`config.mk`:
```
export PLATFORM = sky130hd
export DESIGN_NAME = pipe_queue
export DESIGN_NICKNAME = d
export VERILOG_FILES = /design/src/rtl/pipe_queue_pkg.sv /design/src/rtl/pipe_queue.sv
export SDC_FILE = /design/constraint.sdc
export NUM_CORES = 1
export LEC_CHECK = 0
export ABC_AREA = 0
export BUFFER_PORTS_ARGS = -buffer_cell sky130_fd_sc_hd__buf_2
export CORE_MARGIN = 1
export CORE_UTILIZATION = 55
export DETAILED_ROUTE_END_ITERATION = 8
export PLACE_DENSITY = 0.79
export SLEW_MARGIN = 25
export SYNTH_ARGS = -nofsm -noshare
export SYNTH_HDL_FRONTEND = slang
export SYNTH_SLANG_ARGS = --single-unit
```
`constraint.sdc`:
```
create_clock -name aclk -period 3.5 [get_ports aclk]
set_input_delay 0.175 -clock aclk [delete_from_list [all_inputs] [get_ports aclk]]
set_output_delay 0.175 -clock aclk [all_outputs]
set_load 0.03 [all_outputs]
```
`src/rtl/pipe_queue_pkg.sv`:
```
// -----------------------------------------------------------------------------
// cpuDefine : shared CPU-wide types.
//   ID_DATA    - payload carried from fetch into decode (one instruction word)
//   EXC_CODE   - exception message codes attached to front-end entries
//   IQ_DEPTH   - default depth of the fetch-to-decode instruction queue
//   IQ_ENTRY   - one queue slot: payload plus exception flag
//   ID_NOP     - canonical bubble payload (addi x0, x0, 0)
// -----------------------------------------------------------------------------
package cpuDefine;

  typedef logic [31:0] ID_DATA;

  typedef enum logic [3:0] {
    EXC_NONE           = 4'd0,
    EXC_IFETCH_MISALIGN = 4'd1,
    EXC_IFETCH_FAULT   = 4'd2,
    EXC_ILLEGAL_INSTR  = 4'd3
  } EXC_CODE;

  localparam int IQ_DEPTH = 4;

  typedef struct packed {
    ID_DATA data;
    logic   exc;
  } IQ_ENTRY;

  localparam ID_DATA ID_NOP = 32'h0000_0013;

endpackage

```
`src/rtl/pipe_queue.sv`:
```
// -----------------------------------------------------------------------------
// pipe_queue : elastic buffer between two pipeline stages (e.g. IF -> ID).
// Both ends use the valid/allow stage handshake; a stall on one side is
// absorbed by up to DEPTH stored entries before it reaches the other side.
//
// Ports
//   aclk       clock, all state changes on the rising edge
//   aresetn    synchronous active-low reset
//   valid_in   producer presents an entry this cycle
//   data_in    producer payload
//   exc_in     producer entry carries an exception (payload stored as zero)
//   allow_out  queue can accept an entry this cycle (not full)
//   valid_out  head entry valid toward the consumer (not empty)
//   data_out   head payload, nop_data when empty
//   exc_out    head exception flag, 0 when empty
//   nop_data   payload shown on data_out while empty
//   allow_in   consumer accepts the head this cycle
//   flush      discard every entry (wins over a same-cycle push/pop)
//   count      current occupancy 0..DEPTH
// -----------------------------------------------------------------------------
module pipe_queue
  import cpuDefine::*;
#(
  parameter type T     = ID_DATA,
  parameter int  DEPTH = IQ_DEPTH
) (
  input  logic                        aclk,
  input  logic                        aresetn,
  input  logic                        valid_in,
  input  T                            data_in,
  input  logic                        exc_in,
  output logic                        allow_out,
  output logic                        valid_out,
  output T                            data_out,
  output logic                        exc_out,
  input  T                            nop_data,
  input  logic                        allow_in,
  input  logic                        flush,
  output logic [$clog2(DEPTH):0]      count
);

  localparam int CW = $clog2(DEPTH) + 1;
  localparam int PW = $clog2(DEPTH);

  typedef struct packed {
    T     data;
    logic exc;
  } entry_t;

  entry_t          r_mem [DEPTH];
  logic [PW-1:0]   r_rd_ptr;
  logic [PW-1:0]   r_wr_ptr;
  logic [CW-1:0]   r_count;

  logic            w_push;
  logic            w_pop;
  logic            w_clear;
  entry_t          w_head;

  // Full/empty come from the counter alone, so allow_out has no path from
  // allow_in; pointers are free to wrap since DEPTH is a power of two.
  assign allow_out = (r_count != CW'(DEPTH));
  assign valid_out = (r_count != '0);
  assign w_head    = r_mem[r_rd_ptr];
  assign data_out  = valid_out ? w_head.data : nop_data;
  assign exc_out   = valid_out ? w_head.exc  : 1'b0;
  assign count     = r_count;

  assign w_push  = valid_in  & allow_out;
  assign w_pop   = valid_out & allow_in;
  assign w_clear = ~aresetn | flush;

  // NOTE: sequential state is updated with non-blocking assignments only, so
  // every block sees the pre-edge values regardless of evaluation order.
  always_ff @(posedge aclk) begin
    if (w_clear) begin
      r_rd_ptr <= '0;
      r_wr_ptr <= '0;
      r_count  <= '0;
    end else begin
      if (w_push) r_wr_ptr <= r_wr_ptr + PW'(1);
      if (w_pop)  r_rd_ptr <= r_rd_ptr + PW'(1);
      case ({w_push, w_pop})
        2'b10:   r_count <= r_count + CW'(1);
        2'b01:   r_count <= r_count - CW'(1);
        default: r_count <= r_count;
      endcase
    end
  end

  // NOTE: storage has no reset; count == 0 already hides stale slots, and a
  // reset-free array maps onto plain flops without a reset tree.
  // An exception entry keeps only its flag so no faulting payload leaks to
  // decode. Writes are suppressed during a clear since the entry is dropped.
  always_ff @(posedge aclk) begin
    if (w_push && !w_clear) begin
      r_mem[r_wr_ptr].data <= exc_in ? T'('0) : data_in;
      r_mem[r_wr_ptr].exc  <= exc_in;
    end
  end

endmodule

```
==> flow_metrics.tcl <==
set metrics [dict create \
    end_kind "output pin" \
    cts_tree "yes" \
    portBuffers 107 \
    tightest_slew_ns 0.944 \
    slowest_delay_ns 0.84 \
    hold-path-endpoint "r_mem[3][16]$_DFFE_PP_" \
    timing.setup.tns_ns 0 \
    clkPwrFrac 0.432 \
    die-area_mm2 0.0111 \
    slew_violations 0 \
    ys_ff_latch 141 \
    n_antenna_cell 0 \
    post-route-period-util 0.805 \
    synth_cell_types 26 \
    route.detailed.drc 0 \
    grt_usage 0.192 \
    wl_mm 9.97 \
    synthesis.nets 377 \
    hpwl_mm 5.82 \
    area_delta_synth_final_pct 20.7 \
    cts.path.max_buffers 2 \
    h-tree-depth 4 \
    min_period_ns 2.82 \
    cts_resized 0 \
    first_iter_violations 147 \
    io_pins 108 \
    timing.fmax_ghz 0.355 \
    grt_pass1_wl_mm 15.4 \
    synth_cells 301 \
    finalSetupViolations 0 \
    skew_ns 0.00937 \
    core_mm2 0.0103 \
    netlist_area_mm2 0.00586 \
    overflow 0 \
    clock_latency_ns 0.51 \
    layout.cells.non_filler 564 \
    r2r-end "count[2]$_SDFFE_PP0P_" \
    ant_nets 0 \
    maxCapViolCount 0 \
    rsz0062_at_grt "no" \
    switching_share 0.222 \
    seqPwrFrac 0.484 \
    crit_arrival_ns 2.64 \
    hold_path_class "in2reg" \
    cts_setup_buffers 0 \
    cp_max_fo 22 \
    crit_type "reg2out" \
    antenna_found_initial 0 \
    cts.sinks 141 \
    yosysWarningCount 0 \
    final_cell_mix "edfxtp_1, buf_2, nor2b_1, mux4_2, mux2_2" \
    floorplan.initialDensity 0.568 \
    clk_pin_slew_ns 0.06 \
    wl_per_cell_um 17.7 \
    finalHoldViolCount 0 \
    drive_gt1_frac 0.493 \
    min_from "data_in[15]" \
    cts_buffers 17 \
    grt_max_degree 37 \
    cp.required_ns 3.32 \
    hold_slack_ns 0.0815 \
    powerDensity_mw_per_mm2 547 \
    p_int_uw 3010 \
    grt_pass1_vias 3084 \
    crit_family "flip-flops" \
    worst-path-buf-inv 2 \
    final_common_cell "edfxtp_1" \
    die_w_um 105 \
    dp_cells 531 \
    first_pass_iters 4 \
    start_kind "flop" \
    p_switching_uw 860 \
    num_rows 37 \
    place.gp.congestion 0.693 \
    critPathSlowestCell "dfxtp_2" \
    rr_worst_depth 9 \
    fp.dieH_um 105 \
    holdPathStages 2 \
    r2r_start "count[2]$_SDFFE_PP0P_" \
    vias 3003 \
    power_leakage_uw 0.00251 \
    viasPerCell 5.32 \
    seq_area_frac_synth 0.707 \
    peakVddDrop_mv 0.347 \
    rrSetupSlack_ns 1.10 \
    root_buffer "clkbuf_8" \
    avgSynthCellArea_um2 19.5 \
    status "complete, no violations" \
    fin_nets 491 \
    relSlewSlack 0.371 \
    combPwrFrac 0.084 \
    path_cells "buf_4, mux4_2, mux2_2, buf_2" \
]
cell families after synthesis:
family                     after synthesis  synth area share
adders and majority gates                6            0.0141
AOI/OAI and AO/OA                        9           0.00875
DFF                                    141             0.707
and+or+nand+nor                         51            0.0527
buffers and inverters                   25            0.0237
muxes                                   65             0.188
xor gates and xnor gates                 4           0.00597
cell usage after synthesis:
cell type	n	area, um2
mux4_2	33	743
mux2_2	32	360
o311ai_0	1	8.76
inv_1	9	33.8
nand2_1	1	3.75
fa_1	1	20.0
dfxtp_1	9	180
buf_2	3	15.0
o21ai_0	3	15.0
nor2b_1	33	206
clkbuf_1	6	22.5
nor3_1	1	5.00
o31ai_1	1	7.51
ha_1	5	62.6
edfxtp_1	132	3960
nor2_1	6	22.5
nor3_4	1	16.3
and2_1	4	25.0
xor2_1	4	35.0
buf_4	3	22.5
nor3b_1	1	7.51
or3_1	1	6.26
buf_6	4	45.0
a21oi_1	4	20.0
nand3_1	2	10.0
nand2b_1	1	6.26
flip-flops by register name (all words and copies together) (netlist names), named ones only:
register  cells
count         3
r_rd_ptr      2
r_wr_ptr      2
r_mem       132
layer usage:
metal  GRT usage  wire [um]  vias to the layer above
li1            -          -                     1412
met1       0.234       4150                     1475
met2       0.328       5190                      103
met3      0.0575        431                       13
met4      0.0674        188                        0
met5           0          0                        -
through the flow:
| step | setup slack [ns] | power, uW | util | cell area, um2 |
|---|---|---|---|---|
| after floorplan | 0.962 | 2140 | - | 5860 |
| after global placement | 1.13 | 2230 | 0.630 | 6510 |
| after detailed placement | 1.13 | 2240 | 0.630 | 6510 |
| after CTS | 0.607 | 3900 | 0.686 | 7080 |
| after global routing | 0.508 | 4000 | 0.686 | 7080 |
| final | 0.683 | 3870 | 0.686 | 7080 |
worst max-delay path by stage:
| stage | start | cells past startpoint | to |
|---|---|---|---|
| detailed placement | count[2]$_SDFFE_PP0P_ | 9 | count[2]$_SDFFE_PP0P_ |
| global placement | flop | 4 | data_out[10] |
| global route | flop | 4 | data_out[3] |
| CTS | flop | 4 | data_out[15] |
| floorplan | count[2]$_SDFFE_PP0P_ | 9 | count[2]$_SDFFE_PP0P_ |
| finish | flop | 4 | data_out[3] |
timing repair:
| action | CTS | global route |
|---|---|---|
| hold buffers | 1 | 0 |
| hold endpoints to repair | 2 | 0 |
| setup endpoints to repair | 0 | 0 |
area by class of cell:
| cell class | count | area [um2] |
|---|---|---|
| timing repair buffer | 111 | 581 |
| multi-input combinational | 135 | 1590 |
| clock buffer | 18 | 418 |
| inverter | 9 | 33.8 |
| clock inverter | 14 | 145 |
| tap | 136 | 170 |
| sequential | 141 | 4150 |
| fill | 701 | 3240 |
power groups by stage:
stage | Sequential [uW] | Combinational [uW] | Clock (uW)
4_1_cts | 1880 | 330 | 1690
5_1_grt | 1880 | 348 | 1770
6_report | 1870 | 325 | 1670
3_5_place_dp | 1910 | 326 | 0
3_3_place_gp | 1910 | 320 | 0
2_1_floorplan | 1900 | 231 | 0
(Power assumes the default switching activity.)
